<file path="config.mk">
export PLATFORM = sky130hd
export DESIGN_NAME = sha256_block_sched
export DESIGN_NICKNAME = d
export VERILOG_FILES = /design/src/rtl/sha256_block_sched.sv
export SDC_FILE = /design/constraint.sdc
export NUM_CORES = 1
export LEC_CHECK = 0
export ABC_AREA = 1
export CAP_MARGIN = 20
export CORE_MARGIN = 5
export CORE_UTILIZATION = 32
export DETAILED_ROUTE_END_ITERATION = 6
export PLACE_DENSITY_LB_ADDON = 0.15
export SYNTH_ARGS = -nofsm -noshare
export SYNTH_HDL_FRONTEND = slang
export SYNTH_SLANG_ARGS = --single-unit
</file>
<file path="constraint.sdc">
create_clock -name clk -period 2.69 [get_ports clk]
set_clock_uncertainty 0.05 [all_clocks]
set_input_delay 0.538 -clock clk [delete_from_list [all_inputs] [get_ports clk]]
set_output_delay 0.538 -clock clk [all_outputs]
set_load 0.005 [all_outputs]
</file>
<file path="src/rtl/sha256_block_sched.sv">
// rtl/sha256_block_sched.sv - SHA-256 block sequencer: round counter, init/IV select, final-add window, digest handshake
module sha256_block_sched (
  input  logic        clk,
  input  logic        rst,
  input  logic        blk_valid,
  input  logic        blk_first,
  input  logic        blk_last,
  output logic        blk_ready,
  input  logic        abort,
  output logic        core_init,
  output logic        use_iv,
  output logic        core_round_en,
  output logic [6:0]  counter_iteration,
  output logic        digest_add,
  output logic        hash_valid,
  input  logic        hash_ready,
  output logic        busy,
  output logic [15:0] blk_cnt,
  output logic        seq_err
);

  typedef enum logic [2:0] {S_IDLE, S_INIT, S_ROUND, S_FINAL, S_OUT_WAIT} state_t;

  state_t      r_state, w_next;
  logic        r_last, r_msg_open;
  logic        r_core_init, r_use_iv, r_round_en, r_digest_add, r_hash_valid, r_busy, r_seq_err;
  logic [6:0]  r_ctr, w_ctr_next;
  logic [15:0] r_blk_cnt;
  logic        w_accept;

  assign blk_ready = rst && (r_state == S_IDLE);
  // abort wins over an offered block even though blk_ready is high
  assign w_accept  = blk_valid && blk_ready && !abort;

  always_ff @(posedge clk) begin
    if (!rst) r_state <= S_IDLE;
    else      r_state <= w_next;
  end

  always_comb begin
    w_next = r_state;
    if (abort) begin
      w_next = S_IDLE;
    end else begin
      case (r_state)
        S_IDLE:     if (w_accept) w_next = S_INIT;
        S_INIT:     w_next = S_ROUND;
        S_ROUND:    if (r_ctr == 7'd63) w_next = S_FINAL;
        S_FINAL:    w_next = r_last ? S_OUT_WAIT : S_IDLE;
        S_OUT_WAIT: if (hash_ready) w_next = S_IDLE;
        default:    w_next = S_IDLE;
      endcase
    end
  end

  always_comb begin
    w_ctr_next = 7'd0;
    if (w_next == S_ROUND && r_state == S_ROUND) w_ctr_next = r_ctr + 7'd1;
    else if (w_next == S_FINAL)                  w_ctr_next = 7'd64;
  end

  // Strobes are registered from the next state so they line up with it
  always_ff @(posedge clk) begin
    if (!rst) begin
      r_core_init  <= 1'b0;
      r_use_iv     <= 1'b0;
      r_round_en   <= 1'b0;
      r_digest_add <= 1'b0;
      r_hash_valid <= 1'b0;
      r_busy       <= 1'b0;
      r_ctr        <= 7'd0;
      r_blk_cnt    <= 16'd0;
      r_seq_err    <= 1'b0;
      r_msg_open   <= 1'b0;
      r_last       <= 1'b0;
    end else begin
      r_core_init  <= (w_next == S_INIT);
      r_round_en   <= (w_next == S_ROUND);
      r_digest_add <= (w_next == S_FINAL);
      r_hash_valid <= (w_next == S_OUT_WAIT);
      r_busy       <= (w_next != S_IDLE);
      r_ctr        <= w_ctr_next;
      r_use_iv     <= 1'b0;
      if (w_accept) begin
        r_last   <= blk_last;
        r_use_iv <= blk_first || !r_msg_open;
        if (blk_first)                r_blk_cnt <= 16'd1;
        else if (r_blk_cnt != 16'hFFFF) r_blk_cnt <= r_blk_cnt + 16'd1;
        if (!blk_first && !r_msg_open) r_seq_err <= 1'b1;
      end
      if (r_state == S_FINAL) r_msg_open <= !r_last;
      if (abort) begin
        r_msg_open <= 1'b0;
        r_blk_cnt  <= 16'd0;
      end
    end
  end

  assign core_init         = r_core_init;
  assign use_iv            = r_use_iv;
  assign core_round_en     = r_round_en;
  assign counter_iteration = r_ctr;
  assign digest_add        = r_digest_add;
  assign hash_valid        = r_hash_valid;
  assign busy              = r_busy;
  assign blk_cnt           = r_blk_cnt;
  assign seq_err           = r_seq_err;

endmodule

</file>
[Word-level counts from Yosys, hierarchy flattened]
Index checks and enable logic that the tools add are counted.
Cells by class
  bitwise gates (word level): 1
  eq/ne operators: 10
  muxes and demuxes: 10
  reduce and logical (&&, ||, !) cells: 17
  add/subtract/negate cells: 2
Operators by type and width (count)
  $mux W16: 2
  $add A16 B1 Y16 const B: 1
  $ne A16 B16 Y1 const B: 1
  $mux W3: 5
  $pmux W3 S5: 1
  $mux W7: 2
  $eq A3 B2 Y1 const B: 4
  $add A7 B1 Y7 const B: 1
  $eq A7 B6 Y1 const B: 1
  $eq A3 B1 Y1 const B: 2
  $eq A3 B3 Y1 const B: 2
  $reduce_and A2 Y1: 3
  $logic_and A1 B1 Y1: 5
  $logic_not A1 Y1: 4
  $logic_not A3 Y1: 1
  $reduce_bool A3 Y1: 1
  $reduce_bool A2 Y1: 1
  $reduce_or A2 Y1: 1
  $logic_or A1 B1 Y1: 1
  $not A1 Y1: 1
Word-level totals
  output and inout bits: 31
  bits of input ports: 7
  register bits after elaboration: 35
  word-level logic and storage cells: 52

[Longest topological paths before layout]
Gate-level depths: netlist of the first run.
  depth after elaboration: 10
  mapped depth: 11
  mapped depth without buffers: 11

[Worst setup path after synthesis of the first run]
OpenSTA, ideal clock, no wires.
  path type: input-to-reg
  start point: input abort
  end point: register r_blk_cnt[4] (netlist: blk_cnt[4])
  slack: 1085 ps
  arrival time: 1437 ps
  data required time: 2521 ps
  cell stages on the path: 9
  library setup time: 119 ps
  path buffers: 1
  cell sequence: inv_2 > nand2_4 > inv_4 > nand2_4 > nor2_8 > nand2_2 > buf_6 > nor3b_1 > nor2_1
Between the ends
  word-level cells in the longest chain between the ends: 3
  elaborated cells on any way between the ends: 4
  classes of those cells: reduce/logical (4)
Ends and longest elaborated chain
  start, declared: line 9  | input logic abort,
  $logic_not A1 Y1: line 33  | assign w_accept = blk_valid && blk_ready && !abort;
  $logic_and A1 B1 Y1: line 33
  $reduce_and A2 Y1 (no line)
  end signal, assigned: line 88  | else if (r_blk_cnt != 16'hFFFF) r_blk_cnt <= r_blk_cnt + 16'd1;
  end, declared: line 28  | logic [15:0] r_blk_cnt;
Parallel ways exist; a longest one is shown, timed or not.
A chain may end at the register's enable or synchronous reset.

[Final worst setup path of the first run]
  start point: input rst
  end point: output blk_ready
Between the ends
  word-level cells in the longest chain between the ends: 1
Ends and longest elaborated chain
  start, declared: line 4  | input logic rst,
  $logic_and A1 B1 Y1: line 31  | assign blk_ready = rst && (r_state == S_IDLE);
  end, declared: line 8  | output logic blk_ready,
Every way passes these cells.

==> results of run 1 <==
==> per-layer routing <==
layer / track usage, % / vias to the layer above
met1: 15.5 / 693
met2: 20.4 / 30
li1: - / 846
met4: 5.48 / 0
met5: 0 / -
met3: 3.58 / 8
==> registers in the layout, summed over array words and instances, names as in the netlist <==
signal	count
blk_cnt	16
busy	1
core_init	1
core_round_en	1
counter_iteration	7
digest_add	1
hash_valid	1
r_last	1
r_msg_open	1
r_state	3
seq_err	1
use_iv	1
==> cells in the mapped netlist <==
cell type	n
sky130_fd_sc_hd__xor2_1	5
sky130_fd_sc_hd__xnor2_1	2
sky130_fd_sc_hd__nor2_1	54
sky130_fd_sc_hd__inv_1	26
sky130_fd_sc_hd__ha_1	2
sky130_fd_sc_hd__o21bai_1	4
sky130_fd_sc_hd__nor2_4	1
sky130_fd_sc_hd__nor2_2	1
sky130_fd_sc_hd__nor2_8	1
sky130_fd_sc_hd__inv_2	1
sky130_fd_sc_hd__nor3_1	6
sky130_fd_sc_hd__nand2_1	48
sky130_fd_sc_hd__inv_4	2
sky130_fd_sc_hd__nand2_2	2
sky130_fd_sc_hd__nand4_1	8
sky130_fd_sc_hd__a21oi_2	1
sky130_fd_sc_hd__nand2_4	2
sky130_fd_sc_hd__nand3_2	1
sky130_fd_sc_hd__dfxtp_1	35
sky130_fd_sc_hd__o211ai_1	1
sky130_fd_sc_hd__nand3_1	16
sky130_fd_sc_hd__o21ai_0	8
sky130_fd_sc_hd__buf_6	1
sky130_fd_sc_hd__nor3b_1	2
sky130_fd_sc_hd__a21oi_1	8
==> per-stage QoR <==
step | setup WS (ns) | std cells | util (%) | cell area [sq um] | hold WS, ns
2_1_floorplan | 1.08 | 238 | - | 1680 | 0.371
3_3_place_gp | 0.262 | 345 | 41.8 | 2130 | 0.406
3_5_place_dp | 0.239 | 345 | 41.8 | 2130 | 0.398
4_1_cts | 0.239 | 353 | 43.8 | 2240 | 0.423
5_1_grt | 0.184 | 353 | 43.8 | 2240 | 0.451
6_report | 0.252 | 353 | 43.8 | 2240 | 0.416
==> layout make-up <==
type,instances,area [sq um]
sequential,35,701
timing repair buffer,38,378
inverter,29,114
tap,70,87.6
clock buffer,7,96.3
fill,545,2870
clock inverter,1,7.51
multi-input combinational,173,853
==> worst max-delay path by stage <==
stage	from	end	slack [ns]	cells past startpoint
after floorplan	abort	blk_cnt[4]	1.08	9
after global placement	rst	blk_ready	0.26	4
after detailed placement	rst	blk_ready	0.24	4
after CTS	rst	blk_ready	0.24	4
after global routing	rst	blk_ready	0.18	4
final	rst	blk_ready	0.25	4
==> cell families after synthesis <==
kind of cell	Yosys count	share of synthesized area (%)
flops	35	41.7
xor+xnor	7	3.65
simple gates	142	38.2
buf+inv	30	7.45
compound gates	22	7.53
fa+ha+maj	2	1.49
==> power groups by stage <==
stage / Clock, uW / Sequential, uW / Combinational, uW
final: 429 / 525 / 51.4
after CTS: 444 / 525 / 52.5
after floorplan: 0 / 536 / 25.8
after detailed placement: 0 / 537 / 52.3
after global routing: 461 / 525 / 57.5
after global placement: 0 / 537 / 52.4
==> impl.org, run 1 <==
** Clock tree
- The tree is rooted in a sky130_fd_sc_hd__clkbuf_8.
- TritonCTS built the clock tree.
- The number of gates resized after CTS was 0.
- Number of clock sinks :: 35
- Clock-pin slew reported for the worst setup and hold paths after clock tree synthesis :: 0.07 ns
- Clock latency at the later pin of the worst-skew pair :: 0.29 ns
- Buffer count from post-CTS setup fixing :: 0
- Hold repair after CTS inserted 0 buffers.
- The clock passes through at most 2 buffers.
- CTS HTree Levels :: 2
- Cts bufs inserted :: 5

** Setup path
- Traced cell by cell, the critical path runs through clkdlybuf4s50_1 > inv_1 > nor2_1 > clkdlybuf4s50_1.
- STA classifies the critical path startpoint as an input port.
- The critical path is of the input port to primary output type.
- Worst-case reg-to-reg path depth :: 8
- The critical path contains buffers and inverters numbering 3 combined.
- Reg-to-reg critical path endpoint :: blk_cnt[10]
- At the worst endpoint, the required time is 2.10 ns.
- Top cell by count, worst path :: sky130_fd_sc_hd__clkdlybuf4s50_1
- Biggest fanout along the worst timing path :: 5
- In this design, the stage delay of the slowest critical-path cell is 0.57 ns.
- On the critical path the largest part of the delay comes from buffers and inverters.
- Slack of the worst reg-to-reg path :: 0.80 ns
- Standard cell with the maximum stage delay on the critical path :: sky130_fd_sc_hd__clkdlybuf4s50_1
- Reg-to-Reg Start :: blk_cnt[0]
- Data arrival time of the critical path :: 1.85 ns
- The worst setup path is captured at a primary output.

** Pwr
- Of the total power, the share spent switching nets is 22.7%.
- Sequential Power Share :: 52.2%
- VDD sags by at most 0.000261 V.
- Cell Pwr Density :: 449 nW/um^2
- For this design the total switching power over the nets is 228 uW.
- Combinational cells account for 5.1% of the total power.
- In this run, the clock network consumes 42.7% of the power.
- Cell Int Power :: 777 uW
- Standby leakage power :: 0.000856 uW
- Total power for the finished layout comes to 1000 uW.

** Place
- At the end of routability-driven placement, the weighted congestion stood at 0.850.
- The count of buffers added on input and output ports is 37.
- The HPWL after detailed placement is 2900 um.

** Logic synthesis
- Warning count from the yosys run :: 0
- The cell count after synthesis came out at 238.
- Unique masters post-synth :: 25
- Nets in the synthesized netlist :: 247
- Share of the synthesized area in the top cell type :: 41.7%
- Top cells by area, synth :: sky130_fd_sc_hd__dfxtp_1, sky130_fd_sc_hd__nor2_1, sky130_fd_sc_hd__nand2_1
- Leading area contributor after synthesis :: sky130_fd_sc_hd__dfxtp_1
- The synthesized design contains 35 register bits.
- Area of the mapped netlist :: 1680 sq um
- Mean area per synthesized cell :: 7.06 sq um
- Sequential elements use 41.7% of the synthesized area.

** Min path
- The startpoint identified for the worst hold timing path is counter_iteration[0].
- The worst hold path terminates at counter_iteration[0].
- Hold path depth :: 1
- Type of the most critical hold path :: register to register

** Die
- Placement row count :: 26
- The floorplan step set the die width to 82.4 um.
- Vert. Die Dim :: 82.4 um
- The region available for standard cell placement spans 5110 sq um.
- Num ports :: 38
- Once the floorplan was initialized, standard cells occupied 32.9% of the core.
- The floorplan step defined a die boundary enclosing 6800 sq um.

** Route
- In the routed layout, each cell is associated on average with a via count of 4.47.
- Met3 WL :: 158 um
- DR WL/cell :: 11.1 um
- Overall via count from detail_route :: 1,577
- The first detailed-routing pass took 4 iterations.
- Remaining DRCs :: 0
- Antenna-violating nets left :: 0
- In the final routing, the length of wire on met1 measures 1900 um.
- Routed met2 length :: 1780 um
- Highest routed metal layer :: met4
- Wire length reported by the detailed router :: 3910 um
- For this block, the initial DRC count from the detailed router was 93.

** Global route
- Summed over all layers, the global routing overflow is 0.
- Antenna violations before repair :: 0
- Entering global routing, the biggest net connects 20 pins.
- Via count of the first global-routing pass :: 1,435
- For this run, the total global-route usage over all layers was measured as 12.6%.
- Wire length of the first global-routing pass :: 6500 um

** Job
- Across the run, the number of max-cap violations was 0.

** Finish
- Most frequent standard cell in the layout excluding fill and tap cells :: sky130_fd_sc_hd__nor2_1
- Signed area change from the synthesized netlist to the final layout :: 33.2%
- In the layout the commonest cells are sky130_fd_sc_hd__nor2_1, sky130_fd_sc_hd__nand2_1, sky130_fd_sc_hd__clkdlybuf4s50_1.
- Cells with a size suffix above 1 make up 7.42% of the layout.
- After the last flow step, the layout net total stands at 291.
- Antenna fix cells :: 0

** STA
- The final max-slew violation count came to 0.
- RSZ-0062 raised after global routing :: false
- Relative slew margins :: 76.7%
- Final setup vio count :: 0
- Slew @ Worst Pin :: 0.349 ns
- Final critical delay including setup and external delays :: 2.44 ns
- In the final timing run, aggregate negative setup slack is 0 ns.
- The final critical path takes up 90.6% of the cycle.
- Peak clock frequency supported by timing :: 410 MHz
- Final hold violation count :: 0

** Outcome
- The flow ran to the end, and the final reports show no timing, DRC or antenna violations.
Power figures use the tool's default switching activity.
==> inputs of run 2 (changes only) <==
Settings changed: CORE_UTILIZATION 32 to 25, SKIP_CTS_REPAIR_TIMING from default to 1.
==> impl.org, run 2 (synthesis gave the netlist of run 1 again) <==
** Min path
- Type of the most critical hold path :: register to register

** STA
- The minimum clock period is 2.48 ns (+0.0458 ns).
- Setup repair after global routing left no endpoint under its margin.
- The final number of hold-violating endpoints came to 0 (unchanged).
- Max-slew violations :: 0 (unchanged)
- The maximum operating frequency was 403 MHz (-1.8%).
- The worst-case headroom to the max-slew limit is 77.0% (+0.28 points).
- The post-route fraction of the period consumed by the critical path came to 92.4% (+1.7 points).
- The measured slew at the worst slew-check pin came to 0.344 ns (-0.00419 ns).
- Setup total negative slack :: 0 ns (unchanged)
- The final count of negative-setup-slack endpoints was 0 (unchanged).

** Place
- The placed instance area was 2140 sq um (+0.41%).
- Buffers on Ports :: 37 (unchanged)
- The placed wire-length estimate after detailed placement was 3150 um (+8.6%).
- Placer's final routability congestion estimate :: 0.763 (-10%)

** Setup path
- Biggest fanout along the worst timing path :: 5 (unchanged)
- The worst setup path is captured at a primary output.
- The data required time of the critical path came to 2.10 ns (about the same).
- The worst path arrival time is 1.90 ns (+0.05 ns).
- STA classifies the critical path startpoint as an input port.
- The critical path is of the input port to primary output type.

** Global route
- The remaining global-route overflow was 0 (unchanged).
- Antenna violations before repair :: 0 (unchanged)
- The maximum number of pins on one net before global-route repair came to 20 (unchanged).
- Aggregate global-route resource usage :: 10.6% (-2.0 points)
- Via count of the first global-routing pass :: 1,566 (+9.1%)
- Wire length of the first global-routing pass :: 7230 um (+11%)

** Pwr
- Sequential Power Share :: 53.0% (+0.8 points)
- The switching fraction of total power is 23.9% (+1.2 points).
- The reported leakage power is 0.000853 uW (-0.36%).
- Share of total power in the clock network :: 41.7% (-1.0 points)
- The total net switching power came to 236 uW (+3.6%).
- The total power divided by cell area was 441 nW/um^2 (-1.7%).
- Logic pwr share :: 5.2% (about the same)
- Maximum vdd ir drop :: 0.000256 V (-1.9%)
- Cell Int Power :: 753 uW (-3.1%)

** Clock tree
- Cts bufs inserted :: 5 (unchanged)
- The clock transition at the registers of the reported paths is 0.07 ns (about the same).
- The number of H-tree levels came to 2 (unchanged).
- Buffer levels on the longest clock path :: 2 (unchanged)
- The number of sinks handled by clock tree synthesis came to 35 (unchanged).
- The clock latency of the later-clocked register in the worst-skew pair is 0.29 ns (about the same).
- TritonCTS built the clock tree.
- The cell sitting at the root of the clock tree is a sky130_fd_sc_hd__clkbuf_8.

** Finish
- The area used by multi-input combinational logic was 853 sq um (unchanged).
- Sequential Area :: 701 sq um (unchanged)
- The number of nets in the final layout was 291 (unchanged).
- Leaving out fill and tap cells, the most frequent cell in the layout is sky130_fd_sc_hd__nor2_1.
- The flip-flop count of the largest register after layout came to 16 (unchanged).
- The ratio of cells with drive above 1 in the final layout is 7.42% (unchanged).
- Fillcell total :: 715 (+31%)
- The total inserted antenna cells is 0 (unchanged).
- Signed area change from the synthesized netlist to the final layout :: 33.5%
- Most used cells in the layout excluding fill and tap cells :: sky130_fd_sc_hd__nor2_1, sky130_fd_sc_hd__nand2_1, sky130_fd_sc_hd__clkdlybuf4s50_1
- The summed area of non-filler cells in the final layout is 2240 sq um (+0.17%).

** Route
- Wire length reported by the detailed router :: 4160 um (+6.6%)
- Overall via count from detail_route :: 1,556 (-1.3%)
- The length of routed met2 wiring was 1800 um (+1.2%).
- In this run the top signal layer used is met4.
- Met3 WL :: 228 um (+44%)
- The number of vias per cell after detailed routing came to 4.32 (-3.3%).
- The number of DRC markers after the initial detailed-route iteration was 74 (-20%).
- The number of remaining DRC errors came to 0 (unchanged).
- Length of the first detailed-routing pass in iterations :: 4 (unchanged)
- The routed metal-1 wirelength was 2090 um (+10%).
- Antenna-violating nets left :: 0 (unchanged)
- DR WL/cell :: 11.6 um (+4.5%)

** Outcome
- Run status :: completed

** Job
- The number of max-capacitance violations reported came to 0 (unchanged).

** Die
- The top-level port count came to 38 (unchanged).
- Die Area :: 8460 sq um (+24%)
- The die width was 92.0 um (+12%).
- Vert. Die Dim :: 92.0 um (+12%)
- The core box area is 6460 sq um (+26%).
- The effective utilization at floorplan came to 26.0% (-6.9 points).
- Placement row count :: 29 (+12%)
[run 2: changes by cell type in the layout (fill, tap and decap cells not counted)]
cell / before / now
sky130_fd_sc_hd__clkinv_4: 0 / 1
sky130_fd_sc_hd__clkbuf_8: 7 / 6
[run 2: power groups by stage]
stage	clock network (uW)	logic, uW	registers (uW)
after global placement	0	53.4	537
final	413	51.9	524
after global routing	452	58.7	525
after CTS	437	53.5	525
after detailed placement	0	53.3	537
after floorplan	0	25.8	536
[run 2: area by class of cell]
| class | count | share of cell area [%] |
|---|---|---|
| inverters | 29 | 5.08 |
| flip-flops and latches | 35 | 31.3 |
| multi-input cells | 173 | 38.1 |
| clock buffers | 6 | 3.69 |
| clock inverters | 2 | 0.726 |
| repair buffers | 38 | 16.9 |
| well taps | 77 | 4.30 |
[run 2: critical path: stages]
cell and delay [ns]:
sky130_fd_sc_hd__clkdlybuf4s50_1 0.57, sky130_fd_sc_hd__inv_1 0.13, sky130_fd_sc_hd__nor2_1 0.14, sky130_fd_sc_hd__clkdlybuf4s50_1 0.51
[run 2: worst paths after layout]
| kind | startpoint | cells after the start | end | slack (ns) |
|---|---|---|---|---|
| max | rst | 4 | blk_ready | 0.21 |
| min | counter_iteration[0] | 1 | counter_iteration[0] | 0.42 |
| max reg2reg | blk_cnt[0] | 8 | blk_cnt[2] | 0.81 |
| min reg2reg | counter_iteration[0] | 1 | counter_iteration[0] | 0.42 |
[run 2: routing by layer]
metal	vias to the layer above	GRT usage, %
met5	-	0
met4	0	3.34
met3	5	3.36
met2	37	16.9
met1	670	13.7
li1	844	-
[run 2: through the flow]
| stage | util (%) | cells | setup WS (ns) | hold slack [ns] | power [uW] |
|---|---|---|---|---|---|
| 6_report | 34.7 | 360 | 0.206 | 0.420 | 989 |
| 5_1_grt | 34.7 | 360 | 0.119 | 0.436 | 1040 |
| 4_1_cts | 34.7 | 360 | 0.205 | 0.422 | 1010 |
| 3_5_place_dp | 33.2 | 352 | 0.216 | 0.401 | 590 |
| 3_3_place_gp | 33.2 | 352 | 0.230 | 0.403 | 590 |
| 2_1_floorplan | - | 238 | 1.08 | 0.371 | 562 |
==> inputs of run 3 (changes only) <==
Settings changed: CTS_CLUSTER_SIZE from default to 28.
==> results of run 3 <==
The final DEF is identical to that of run 2; final timing and power are the same.
==> edit 1, RTL diff (settings of run 2) <==
The 5 states of `state_t` get a one-hot encoding in 5 bits.
--- a/src/rtl/sha256_block_sched.sv
+++ b/src/rtl/sha256_block_sched.sv
@@ -20,5 +20,5 @@
 );
 
-  typedef enum logic [2:0] {S_IDLE, S_INIT, S_ROUND, S_FINAL, S_OUT_WAIT} state_t;
+  typedef enum logic [4:0] {S_IDLE = 5'b00001, S_INIT = 5'b00010, S_ROUND = 5'b00100, S_FINAL = 5'b01000, S_OUT_WAIT = 5'b10000} state_t;
 
   state_t      r_state, w_next;
Check against the original RTL: no difference found for any inputs over 10 cycles, from zero or initial values and one cycle with rst low; not proved beyond that.
==> edit 1 against run 2 <==
Wire length is 19% higher; clock power up 23%; count of clock-buffer cells in the layout is 1 higher; final area rose by 12%; cell count increased by 16%; sequential cell count grew 2; worst setup slack improved by 87 ps; power is 14% higher; synthesized area increased by 13%; sequential power grew 6.1%; highest routed layer unchanged.
==> edit 1: results <==
[place]
place.gp.congestion = 0.792
post-dp-hpwl_um = 3850
dp_slack_ps = 249
post-place-cells = 410
detailed_place.area_um2 = 2390

[final_layout]
num-fill-cells = 817
n_sequential_cell = 37
flow.area_growth_from_synthesis_pct = 31.5
layout.comb_gates.multi_input = 204
post_route_cells_drive_above_1_share_pct = 7.21
clock_tree_area_fraction_pct = 4.65
layout.nets = 327

[logic_synthesis]
fraction_of_the_mapped_netlist_area_in_compound_gates_pct = 7.03
synth_seq_area_share_pct = 38.9
synth_cell_types = 29
synth_top_cells_by_area = "sky130_fd_sc_hd__dfxtp_1 (39%), sky130_fd_sc_hd__nor2_1 (13%), sky130_fd_sc_hd__nand2_1 (11%)"
syn_inst = 275
syn_avg_cell_area_um2 = 6.93

[global_routing]
groute.layer.met2.usage_pct = 17.0
grt_max_degree = 18
grt_pass1_vias = 1722
gr-usage-met3_pct = 2.80
globalRouteTotalUtil_pct = 10.9
global_route_wire_length_before_repair_um = 8510

[run_status]
outcome = "finished clean"

[power]
clkPwrFrac_pct = 44.9
power.density_nw_per_um2 = 450
p_sw_mw = 0.247
power_leakage_nw = 0.921
ir_drop_uv = 168
seq_cell_power_mw = 0.556

[timing]
max_slew.worst_pin.slew_ps = 435
layout_worst_path_cycle_share_pct = 89.1

[worst_setup_path]
timing.reg2reg.setup_slack_ps = 630
max_stage_delay_ps = 530

[route]
post_drt_via_cell_ratio = 4.38
met2_wirelength_um = 2170
drt_first_iter_violations = 84
routed_wl_um = 4960
edit 1: cell count changes in the layout (fill, tap and decap cells not counted), sizes merged, moves of 2 or more:
cell / before / now
o21bai: 4 / 2
a21oi: 9 / 13
dfxtp: 35 / 37
a211oi: 0 / 2
nand2: 52 / 58
inv: 29 / 31
o21ai: 8 / 5
nand3: 17 / 25
nor3b: 2 / 0
nor2: 57 / 70
nand4: 8 / 13
edit 1: worst min-delay path by stage:
stage,from,cells past startpoint,end
after floorplan,r_msg_open$_SDFFE_PP0N_,1,use_iv$_SDFF_PN0_
after global placement,counter_iteration[0]$_SDFF_PN0_,1,counter_iteration[0]$_SDFF_PN0_
after detailed placement,r_msg_open$_SDFFE_PP0N_,1,use_iv$_SDFF_PN0_
after CTS,r_msg_open$_SDFFE_PP0N_,1,use_iv$_SDFF_PN0_
after global routing,seq_err$_SDFFE_PN0P_,1,seq_err$_SDFFE_PN0P_
final,r_msg_open$_SDFFE_PP0N_,1,use_iv$_SDFF_PN0_
==> edit 2, RTL diff (config.mk and constraints of run 2) <==
Without the edit above. Reset style: asynchronous (`rst`), changed in 2 clocked blocks.
--- a/src/rtl/sha256_block_sched.sv
+++ b/src/rtl/sha256_block_sched.sv
@@ -33,5 +33,5 @@
   assign w_accept  = blk_valid && blk_ready && !abort;
 
-  always_ff @(posedge clk) begin
+  always_ff @(posedge clk or negedge rst) begin
     if (!rst) r_state <= S_IDLE;
     else      r_state <= w_next;
@@ -61,5 +61,5 @@
 
   // Strobes are registered from the next state so they line up with it
-  always_ff @(posedge clk) begin
+  always_ff @(posedge clk or negedge rst) begin
     if (!rst) begin
       r_core_init  <= 1'b0;
Behaviour: differs if rst is asserted again (counterexample within 4 cycles, from zero or initial values and one cycle with rst low); with rst held inactive, the same outputs for 10 cycles.
==> edit 2 against run 2 <==
Die area increased by 13%; cell count is 5.8% higher; worst setup slack better by 330 ps; wire length up 9.6%; final area rose by 13%; synthesized area increased by 15%; sequential cell count unchanged; count of clock-buffer cells in the layout down 1; core utilization decreased by 1.7 points.
Power is not compared: it rests on default switching activity, and its combinational part moved more than twofold at a synthesized area within 25%.
==> edit 2: results <==
[worst_setup_path]
critPathMaxFanout = 4
timing.rr.end = "blk_cnt[14]$_DFFE_PN0P_"
crit_start = "r_state[1]$_DFF_PN0_"
timing.rr.start = "blk_cnt[0]$_DFFE_PN0P_"

[timing]
post_layout_worst_setup_margin_ps = 536
holdWs_ps = 302

[global_routing]
grt_max_degree = 36
global_route_wire_length_before_repair_um = 7820

[final_layout]
layout.nets = 287
clockBufferCount = 5
post_route_cells_drive_above_1_share_pct = 14.3
flow.area_growth_from_synthesis_pct = 30.4
n_all_inverters = 38
area.sequential_um2 = 876
layout.comb_gates.multi_input = 159

[route]
routed_wl_um = 4560
post_drt_via_cell_ratio = 4.22

[place]
post-dp-hpwl_um = 3400
place.gp.congestion = 0.744
dp_slack_ps = 343

[floorplan]
tap_cells = 102

[logic_synthesis]
synth_most_common_cell = "sky130_fd_sc_hd__nand2_1"
postSynthNetCount = 244
synthMuxAreaShare_pct = 0.583
synth_seq_area_share_pct = 45.3
synth.top_cells.by_count = "sky130_fd_sc_hd__nand2_1 (60), sky130_fd_sc_hd__dfrtp_1 (35), sky130_fd_sc_hd__inv_1 (33)"
synth_cell_types = 37
post_synth_xor_area_fraction_pct = 2.27
syn_avg_cell_area_um2 = 8.23

[worst_hold_path]
timing.hold.worst.class = "in -> async"

[run_status]
outcome = "finished clean"
edit 2: cell types whose count changed after synthesis, moves of 8 or more:
| cell | delta |
|---|---|
| sky130_fd_sc_hd__nor2_1 | -37 |
| sky130_fd_sc_hd__dfrtp_1 | +35 |
| sky130_fd_sc_hd__dfxtp_1 | -35 |
| sky130_fd_sc_hd__nand2_1 | +12 |
| sky130_fd_sc_hd__o21ai_1 | +8 |
edit 2: per-layer routing:
metal | vias to the layer above | global-route usage, % | share of wire [%]
met3 | 2 | 3.43 | 5.7
li1 | 831 | - | -
met5 | - | 0 | 0
met2 | 36 | 16.3 | 47
met4 | 0 | 3.19 | 0.22
met1 | 739 | 12.6 | 47
edit 2: critical path, cell delays in order, from the launching register on:
cell	delay (ps)
sky130_fd_sc_hd__dfrtp_1	420
sky130_fd_sc_hd__nor2_4	170
sky130_fd_sc_hd__and3_1	180
sky130_fd_sc_hd__clkdlybuf4s50_1	510
